--- src/rtl/ultrasonic_pkg.sv ---
// Shared types and constants for the ultrasonic echo responder.
// Holds the FSM state encoding, default timing and the echo-width helper.
package ultrasonic_pkg;

    localparam int DIST_W = 9;
    localparam int US_W   = 16;

    localparam int unsigned DEF_CLK_MHZ     = 50;
    localparam int unsigned DEF_TRIG_MIN_US = 10;
    localparam int unsigned DEF_BURST_US    = 200;
    localparam int unsigned DEF_US_PER_CM   = 58;
    localparam int unsigned DEF_MAX_CM      = 400;
    localparam int unsigned DEF_TIMEOUT_US  = 38000;
    localparam int unsigned DEF_HOLDOFF_US  = 10000;

    typedef enum logic [2:0] {
        IDLE  = 3'd0,
        TRIG  = 3'd1,
        DELAY = 3'd2,
        ECHO  = 3'd3,
        HOLD  = 3'd4
    } state_e;

    // Out-of-range or zero distance reports the "no object" width.
    function automatic logic [US_W-1:0] echo_width_us(
        input logic [DIST_W-1:0] d,
        input int unsigned       us_per_cm,
        input int unsigned       max_cm,
        input int unsigned       timeout_us
    );
        int unsigned dd;
        int unsigned prod;
        dd   = {{(32-DIST_W){1'b0}}, d};
        prod = dd * us_per_cm;
        if (dd == 0 || dd > max_cm) begin
            return US_W'(timeout_us);
        end
        return US_W'(prod);
    endfunction

endpackage

--- src/rtl/ultrasonic_us_tick.sv ---
// Restartable microsecond prescaler.
// tick is high on the last clock of every CLK_MHZ-cycle window.
module ultrasonic_us_tick
    import ultrasonic_pkg::*;
#(
    parameter int unsigned CLK_MHZ = DEF_CLK_MHZ
) (
    input  logic clk,
    input  logic rst_n,
    input  logic restart,
    output logic tick
);

    localparam int CW = (CLK_MHZ > 1) ? $clog2(CLK_MHZ) : 1;
    localparam logic [CW-1:0] LAST = CW'(CLK_MHZ - 1);

    logic [CW-1:0] cnt_q;
    logic [CW-1:0] cnt_d;

    assign tick = (cnt_q == LAST);

    // Wrap at the end of each microsecond, or realign on restart.
    always_comb begin
        cnt_d = cnt_q + CW'(1);
        if (restart || tick) begin
            cnt_d = '0;
        end
    end

    // Prescaler count register.
    always_ff @(posedge clk or negedge rst_n) begin
        if (!rst_n) begin
            cnt_q <= '0;
        end else begin
            cnt_q <= cnt_d;
        end
    end

endmodule

--- src/rtl/ultrasonic_echo_responder.sv ---
// HC-SR04-style responder: a valid trig pulse yields a delayed echo
// whose width encodes the distance latched at the trig fall.
module ultrasonic_echo_responder
    import ultrasonic_pkg::*;
#(
    parameter int unsigned CLK_MHZ     = DEF_CLK_MHZ,
    parameter int unsigned TRIG_MIN_US = DEF_TRIG_MIN_US,
    parameter int unsigned BURST_US    = DEF_BURST_US,
    parameter int unsigned US_PER_CM   = DEF_US_PER_CM,
    parameter int unsigned MAX_CM      = DEF_MAX_CM,
    parameter int unsigned TIMEOUT_US  = DEF_TIMEOUT_US,
    parameter int unsigned HOLDOFF_US  = DEF_HOLDOFF_US
) (
    input  logic              clk,
    input  logic              rst_n,
    input  logic              trig,
    input  logic [DIST_W-1:0] distance,
    output logic              echo,
    output logic              busy,
    output logic              short_trig,
    output logic              ignored_trig
);

    localparam logic [US_W:0] TMIN = (US_W+1)'(TRIG_MIN_US);
    localparam logic [US_W:0] TBRS = (US_W+1)'(BURST_US);
    localparam logic [US_W:0] THLD = (US_W+1)'(HOLDOFF_US);

    logic trig_s1_q;
    logic trig_s2_q;
    logic trig_prev_q;
    logic rise;
    logic fall;

    state_e state_q;
    state_e state_d;

    logic [US_W-1:0]   us_q;
    logic [US_W-1:0]   us_d;
    logic [US_W:0]     us_now;
    logic [US_W:0]     us_p1;
    logic [US_W:0]     width_us;
    logic [DIST_W-1:0] dist_q;
    logic [DIST_W-1:0] dist_d;

    logic echo_q;
    logic echo_d;
    logic busy_q;
    logic busy_d;
    logic short_q;
    logic short_d;
    logic ign_q;
    logic ign_d;

    logic tick;
    logic restart;

    assign rise = trig_s2_q & ~trig_prev_q;
    assign fall = ~trig_s2_q & trig_prev_q;

    assign restart = (state_d != state_q);

    // us_now counts the microsecond completing in this cycle.
    assign us_now   = {1'b0, us_q} + {{US_W{1'b0}}, tick};
    assign us_p1    = {1'b0, us_q} + 17'd1;
    assign width_us = {1'b0, echo_width_us(dist_q, US_PER_CM,
                                           MAX_CM, TIMEOUT_US)};

    assign echo         = echo_q;
    assign busy         = busy_q;
    assign short_trig   = short_q;
    assign ignored_trig = ign_q;

    ultrasonic_us_tick #(
        .CLK_MHZ (CLK_MHZ)
    ) u_tick (
        .clk     (clk),
        .rst_n   (rst_n),
        .restart (restart),
        .tick    (tick)
    );

    // Trig synchronizer and edge register; reset high so a held
    // trig at reset release does not look like a rising edge.
    always_ff @(posedge clk or negedge rst_n) begin
        if (!rst_n) begin
            trig_s1_q   <= 1'b1;
            trig_s2_q   <= 1'b1;
            trig_prev_q <= 1'b1;
        end else begin
            trig_s1_q   <= trig;
            trig_s2_q   <= trig_s1_q;
            trig_prev_q <= trig_s2_q;
        end
    end

    // Next state, distance latch and one-cycle status pulses.
    always_comb begin
        state_d = state_q;
        dist_d  = dist_q;
        short_d = 1'b0;
        ign_d   = 1'b0;
        unique case (state_q)
            IDLE: begin
                if (rise) begin
                    state_d = TRIG;
                end
            end
            TRIG: begin
                if (fall) begin
                    if (us_now >= TMIN) begin
                        state_d = DELAY;
                        dist_d  = distance;
                    end else begin
                        state_d = IDLE;
                        short_d = 1'b1;
                    end
                end
            end
            DELAY: begin
                ign_d = rise;
                if (tick && us_p1 >= TBRS) begin
                    state_d = ECHO;
                end
            end
            ECHO: begin
                ign_d = rise;
                if (tick && us_p1 >= width_us) begin
                    state_d = HOLD;
                end
            end
            HOLD: begin
                ign_d = rise;
                if (tick && us_p1 >= THLD) begin
                    state_d = IDLE;
                end
            end
            default: begin
                state_d = IDLE;
            end
        endcase
    end

    // Microsecond counter: clears on entry, saturates at all-ones.
    always_comb begin
        us_d = us_q;
        if (restart) begin
            us_d = '0;
        end else if (tick && us_q != '1) begin
            us_d = us_q + US_W'(1);
        end
    end

    // Outputs registered from the next state.
    always_comb begin
        echo_d = (state_d == ECHO);
        busy_d = (state_d == DELAY) || (state_d == ECHO) ||
                 (state_d == HOLD);
    end

    // State, counter and output registers.
    always_ff @(posedge clk or negedge rst_n) begin
        if (!rst_n) begin
            state_q <= IDLE;
            us_q    <= '0;
            dist_q  <= '0;
            echo_q  <= 1'b0;
            busy_q  <= 1'b0;
            short_q <= 1'b0;
            ign_q   <= 1'b0;
        end else begin
            state_q <= state_d;
            us_q    <= us_d;
            dist_q  <= dist_d;
            echo_q  <= echo_d;
            busy_q  <= busy_d;
            short_q <= short_d;
            ign_q   <= ign_d;
        end
    end

endmodule

--- config.mk ---
export PLATFORM = sky130hd
export DESIGN_NAME = ultrasonic_echo_responder
export DESIGN_NICKNAME = d
export VERILOG_FILES = /design/src/rtl/ultrasonic_pkg.sv /design/src/rtl/ultrasonic_us_tick.sv /design/src/rtl/ultrasonic_echo_responder.sv
export SDC_FILE = /design/constraint.sdc
export NUM_CORES = 1
export LEC_CHECK = 0
export CORE_ASPECT_RATIO = 0.9
export CORE_MARGIN = 3
export CORE_UTILIZATION = 55
export CTS_BUF_LIST = sky130_fd_sc_hd__clkbuf_16
export CTS_CLUSTER_DIAMETER = 80
export DETAILED_ROUTE_END_ITERATION = 10
export PLACE_DENSITY_LB_ADDON = 0.15
export SYNTH_ARGS = -nofsm -noshare
export SYNTH_HDL_FRONTEND = slang
export SYNTH_SLANG_ARGS = --single-unit
--- constraint.sdc ---
create_clock -name clk -period 13.5 [get_ports clk]
set_input_delay 2.7 -clock clk [delete_from_list [all_inputs] [get_ports clk]]
set_output_delay 2.7 -clock clk [all_outputs]
set_load 0.03 [all_outputs]
==> metrics.txt <==
# TYPE chip_impl_metric gauge
chip_impl_metric{name="final_core_utilization",unit=""} 0.631
chip_impl_metric{name="clock_sink_count",unit=""} 41
chip_impl_metric{name="core_area",unit="µm²"} 7260
chip_impl_metric{name="antenna_cells",unit=""} 0
chip_impl_metric{name="drt_drc_violations_left",unit=""} 0
chip_impl_metric{name="place_hpwl",unit="mm"} 6.95
chip_impl_metric{name="path_buf_inv",unit=""} 2
chip_impl_info{name="synthTopCellsByArea",value="dfrtp_1 (22%), ha_1 (17%), fa_1 (6.1%), xnor2_1 (5.2%), nor2_1 (4.4%)"} 1
chip_impl_info{name="synth_most_common_cell",value="ha_1"} 1
chip_impl_metric{name="finalNetCount",unit=""} 563
chip_impl_metric{name="final-setup-viol-count",unit=""} 0
chip_impl_metric{name="crit_required",unit="ns"} 13.72
chip_impl_metric{name="syn_nets",unit=""} 562
chip_impl_metric{name="first_global_vias",unit=""} 3212
chip_impl_metric{name="slowest_delay",unit="ns"} 0.53
chip_impl_metric{name="detailedPlace.worstSlack",unit="ns"} 7.80
chip_impl_metric{name="grtUsageTotal",unit=""} 0.220
chip_impl_info{name="worst_hold_path_type",value="flip-flop to flip-flop"} 1
chip_impl_metric{name="final_max_slew_viol_count",unit=""} 0
chip_impl_metric{name="drc_violation_total_after_the_first_tritonroute_iteration",unit=""} 177
chip_impl_metric{name="cell_area_after_synthesis",unit="µm²"} 4240
chip_impl_metric{name="place.gp.congestion",unit=""} 0.864
chip_impl_metric{name="vias",unit=""} 3338
chip_impl_metric{name="grt_max_degree",unit=""} 42
chip_impl_metric{name="finalCriticalPeriod",unit="ns"} 5.71
chip_impl_metric{name="clkLatencyLatePin",unit="ns"} 0.29
chip_impl_metric{name="grt_first_pass_wirelength",unit="mm"} 15.5
chip_impl_metric{name="placement.io_buffers",unit=""} 15
chip_impl_metric{name="power.static_leakage",unit="nW"} 2.10
chip_impl_metric{name="dpl.cell_count",unit=""} 568
chip_impl_metric{name="areaGrowthSynthToFinish",unit="%"} 7.96
chip_impl_info{name="synth_top_cells_by_count",value="ha_1 (56), nor2_1 (50), inv_1 (44)"} 1
chip_impl_metric{name="number_of_synthesized_flops_with_an_enable_pin",unit=""} 0
chip_impl_info{name="critical_path_class",value="flip-flop to flip-flop"} 1
chip_impl_metric{name="netlist-cell-type-count",unit=""} 69
chip_impl_metric{name="number_of_hold_buffers_added_after_cts",unit=""} 0
chip_impl_metric{name="layout.cells.non_filler",unit=""} 576
chip_impl_metric{name="detail-route-antenna-nets",unit=""} 0
chip_impl_metric{name="design.die.area",unit="µm²"} 8810
chip_impl_metric{name="drive_above_1_share",unit=""} 0.0725
chip_impl_info{name="tritoncts_clock_tree",value="done"} 1
chip_impl_metric{name="max_slew.worst_pin.slew",unit="ns"} 1.24
chip_impl_metric{name="fin_area",unit="µm²"} 4580
chip_impl_metric{name="critPathArrivalTime",unit="ns"} 5.93
chip_impl_metric{name="synth.top_cell.area_share",unit=""} 0.224
chip_impl_metric{name="clock_transition_at_path_regs",unit="ns"} 0.07
chip_impl_info{name="synth_largest_area_cell",value="dfrtp_1"} 1
chip_impl_info{name="critical-path-top-delay-family",value="compound AO/OA/AOI/OAI gates"} 1
chip_impl_metric{name="wire_per_inst",unit="µm"} 15.7
chip_impl_metric{name="num_ports",unit=""} 16
chip_impl_metric{name="worst_ir_drop_vdd",unit="mV"} 0.0547
chip_impl_metric{name="power",unit="mW"} 0.442
chip_impl_metric{name="worstPathMaxFanout",unit=""} 16
chip_impl_info{name="worst_setup_path_start_kind",value="flip-flop"} 1
chip_impl_metric{name="final_min_period_over_clock_period",unit=""} 0.423
chip_impl_metric{name="cts_buffers",unit=""} 5
chip_impl_metric{name="max_buffers_root_to_sink",unit=""} 2
chip_impl_metric{name="dieHeight",unit="µm"} 89.3
chip_impl_metric{name="placement_rows",unit=""} 29
chip_impl_info{name="crit_path_cell_trace",value="inv_1 > fa_1 > inv_1 > ha_1 > fa_1 > ha_1 > nor2b_1 > o21ai_0 > a21oi_1 > o41ai_1 > xor2_1 > and2_1 > ha_1 > a21oi_1 > o21ai_0 > a2111oi_0 > a21oi_1 > o311ai_2 > nand4b_4 > nor2_1"} 1
chip_impl_metric{name="totalWireLength",unit="mm"} 9.02
chip_impl_info{name="ys_dominant_reg_cell",value="dfrtp_1"} 1
chip_impl_metric{name="initial_antenna_violation_count",unit=""} 0
chip_impl_metric{name="fin_worst_skew",unit="ns"} 0.00784
chip_impl_metric{name="timing.fmax",unit="MHz"} 175
chip_impl_metric{name="timing.final.hold_violations",unit=""} 0
chip_impl_metric{name="synth_area_per_cell",unit="µm²"} 8.82
chip_impl_metric{name="yosys_warnings",unit=""} 0
chip_impl_metric{name="synth_seq_area_share",unit=""} 0.243
chip_impl_metric{name="die_w",unit="µm"} 98.6
chip_impl_metric{name="place_area",unit="µm²"} 4390
chip_impl_metric{name="layout_setup_ws",unit="ns"} 7.79
chip_impl_metric{name="h-tree-depth",unit=""} 2
chip_impl_metric{name="postSynth.asyncResetShare",unit=""} 1.00
chip_impl_info{name="clockRootBuffer",value="clkbuf_16"} 1
chip_impl_metric{name="total_power_per_unit_cell_area",unit="nW/µm²"} 96.4
chip_impl_metric{name="fin_tns_setup",unit="ns"} 0
chip_impl_info{name="status",value="finished clean"} 1
chip_impl_metric{name="ys_seq_elements",unit=""} 41
chip_impl_metric{name="max_slew_margin",unit=""} 0.167
chip_impl_info{name="crit_path_end_kind",value="flip-flop"} 1
chip_impl_metric{name="vias_per_cell",unit=""} 5.80
chip_impl_metric{name="initial_utilization",unit=""} 0.585
chip_impl_info{name="rsz_0062_raised_after_global_routing",value="no"} 1
chip_impl_metric{name="finalHoldWorstSlack",unit="ns"} 0.359
chip_impl_metric{name="post-cts-setup-buffer-count",unit=""} 0
chip_impl_metric{name="detailedRoute.firstPassIterationCount",unit=""} 5
chip_impl_info{name="crit_slowest_cell",value="fa_1"} 1
chip_impl_metric{name="max_cap_violations",unit=""} 0
chip_impl_metric{name="synthesis.instances",unit=""} 481
chip_impl_metric{name="grt_overflow_total",unit=""} 0
chip_impl_metric{name="post_cts_resize_count",unit=""} 0
-- cell usage in the layout, fill, tap and decap left out, types with 9 or more instances in the layout --
cell	n
ha_1	56
nor2_1	50
inv_1	44
nand2_1	39
dfrtp_1	38
xnor2_1	25
xor2_1	17
nand3_1	16
a21oi_1	14
clkdlybuf4s50_1	14
o21ai_0	13
fa_1	13
nor3_1	10
mux2_2	10
nand4_1	9
-- state kept, by name, summed over array words and instances (netlist names) --
signal,flops
dist_q,9
state_q,3
trig_prev_q,1
trig_s2_q,1
busy,1
u_tick.cnt_q,6
ignored_trig,1
trig_s1_q,1
us_q,16
echo,1
short_trig,1
-- per-layer routing --
metal	track usage	routed length [µm]
met1	0.314	4570
met2	0.356	4120
met3	0.0273	269
met4	0.0608	68
met5	0	0
-- kinds of logic after synthesis --
logic type	synth area share
compound gates	0.121
simple gates	0.230
xor+xnor	0.0867
mux	0.0265
buf+inv	0.0666
fa+ha+maj	0.226
flops	0.243
-- area by class of cell --
cell class	instances	area (µm²)
fill	621	2680
tap	93	116
sequential	41	1030
clock inverter	3	68.8
clock buffer	5	125
inverter	44	165
multi-input combinational	375	2930
timing repair buffer	15	145
-- worst paths after layout --
path	from	to	slack, ns	depth (start not counted)
max	dist_q[1]	us_q[8]	7.79	20
min reg2reg	trig_s1_q	trig_s2_q	0.36	0
max reg2reg	dist_q[1]	us_q[8]	7.79	20
min	trig_s1_q	trig_s2_q	0.36	0
min in group asynchronous	rst_n	dist_q[8]	2.56	1
max in group asynchronous	rst_n	dist_q[0]	10.36	1
-- report_power, final --
group / internal [mW] / leakage [nW] / total, mW / switching (mW)
Combinational: 0.0664 / 1.47 / 0.146 / 0.0797
Sequential: 0.129 / 0.536 / 0.136 / 0.00710
Clock: 0.107 / 0.0944 / 0.159 / 0.0527
-- worst reg2reg max path, cell delays in order (launching register included) --
cell and delay (ns):
dfrtp_1 0.43, inv_1 0.11, fa_1 0.53, inv_1 0.04
ha_1 0.30, fa_1 0.46, ha_1 0.33, nor2b_1 0.15
o21ai_0 0.20, a21oi_1 0.13, o41ai_1 0.42, xor2_1 0.13
and2_1 0.19, ha_1 0.31, a21oi_1 0.14, o21ai_0 0.15
a2111oi_0 0.43, a21oi_1 0.20, o311ai_2 0.48, nand4b_4 0.33
nor2_1 0.20
Power figures use the tool's default switching activity.
==> edit, RTL diff (same settings) <==
Remove the register `short_q`: a continuous assignment takes its place, so the output `short_trig` follows one clock earlier.
--- a/src/rtl/ultrasonic_echo_responder.sv
+++ b/src/rtl/ultrasonic_echo_responder.sv
@@ -165,7 +165,6 @@
             dist_q  <= '0;
             echo_q  <= 1'b0;
             busy_q  <= 1'b0;
-            short_q <= 1'b0;
             ign_q   <= 1'b0;
         end else begin
             state_q <= state_d;
@@ -173,10 +172,11 @@
             dist_q  <= dist_d;
             echo_q  <= echo_d;
             busy_q  <= busy_d;
-            short_q <= short_d;
             ign_q   <= ign_d;
         end
     end
 
+    assign short_q = short_d;
+
 endmodule
 
Formal check against the unedited RTL: not equivalent (a bounded check fails within 10 cycles, from zero or initial values and one cycle with rst_n low).
==> edit against the unedited design <==
Synthesized area fell by 0.59%; synthesized cell count decreased by 0.21%; worst setup slack lost 600 ps; total power down 11%; sequential cell count shrank 1; wire length is 0.80% higher; maximum frequency shrank 9.6%; die area decreased by 0.55%; cell area shrank 1.5%; clock power is 28% lower; critical endpoint is now short_trig; largest cell class unchanged.
==> edit: results <==
[run_status]
status = "finished, final reports clean"

[route]
drt-initial-drc-count = 281
wl_per_cell_um = 15.8
vias = 3381

[clocking]
cts_made_buffers = 5
cts_root_buffer = "clkbuf_16"
clk_pin_slew_ps = 60
postCtsSetupBuffers = 0

[final_layout]
instances_no_fill = 576
largestRegisters = "us_q x16, dist_q x9, u_tick.cnt_q x6"
insertedDiodeCount = 0
drive_above_1_share_pct = 7.25

[setup_path]
startpoint = "u_tick.cnt_q[1]$_DFF_PN0_"
path_max_fanout = 6
arrival_ps = 3620
r2r-end = "us_q[6]$_DFFE_PN0P_"
crit_end = "short_trig"
r2r_cells = 20
reg2reg_slack_ps = 7670
r2r-start = "dist_q[1]$_DFFE_PN0P_"

[sta]
fin_crit_ps = 6320
finClkSkew_ps = 4.85
slew_headroom_pct = 41.1
fin_hold_ws_ps = 355

[place]
dpl_worst_slack_ps = 7480
dpl_cell_area_sq_um = 4370
dp_hpwl_um = 7020
port_buffers = 15
dp_cells = 568
place_congestion = 0.945

[global_route]
grt_max_degree = 41
grt_util_all_layers_pct = 21.9
grt_pass1_wl_um = 15400
grt_pass1_vias = 3177
antenna_found_initial = 0

[yosys]
ys_top_cells_by_count = "ha_1 (56), nor2_1 (50), inv_1 (44), nand2_1 (39), dfrtp_1 (37)"
synth_area_leaders = "dfrtp_1 (22%), ha_1 (17%), fa_1 (6.2%)"
synth_compound_area_share_pct = 12.2
ys_warn_count = 0
synthMuxAreaShare_pct = 2.67
synthArstFlopShare_pct = 100
seq_area_frac_synth_pct = 23.8
synth.distinct_cells = 69
synth_xor_area_share_pct = 8.72
synthAdderAreaFrac_pct = 22.8
syn_inst = 480

[hold_path]
hold_start = "trig_s1_q$_DFF_PN1_"
hold_end = "trig_s2_q$_DFF_PN1_"

[power]
p_sw_mw = 0.133
power.share.combinational_pct = 37.1
p_leak_nw = 2.07
intPower_mw = 0.260
ir_drop_mv = 0.0584
p_clk_share_pct = 29.1
-- edit: per-layer routing --
metal	track usage (%)	up-vias	wire length (um)	share of wire, %
li1	-	1668	-	-
met1	31.1	1616	4490	49
met2	35.3	87	4020	44
met3	3.82	10	498	5.5
met4	4.96	0	82	0.90
met5	0	-	0	0
-- edit: critical path, stage by stage, from the launching register on --
cell             delay, ps
dfrtp_1                390
inv_1                   60
ha_1                   140
nand4_1                150
inv_1                  190
ha_1                   290
ha_1                   280
and2_1                 190
or4b_1                 460
a211oi_2               260
nand2_1                 80
nor2_1                 150
clkdlybuf4s50_1        690
-- edit: cell type report --
cell class,instances,area [sq um]
inverter,44,165
timing repair buffer,16,153
sequential,40,1000
clock inverter,3,16.3
tap,93,116
multi-input combinational,375,2930
fill,638,2750
clock buffer,5,125
-- edit: cells by family (layout without fill, tap and decap cells) --
kind of cell	after synthesis	after routing
simple gates	182	182
compound gates	72	72
fa+ha+maj	69	69
buf+inv	65	68
xor+xnor	42	42
flops	40	40
mux	10	10
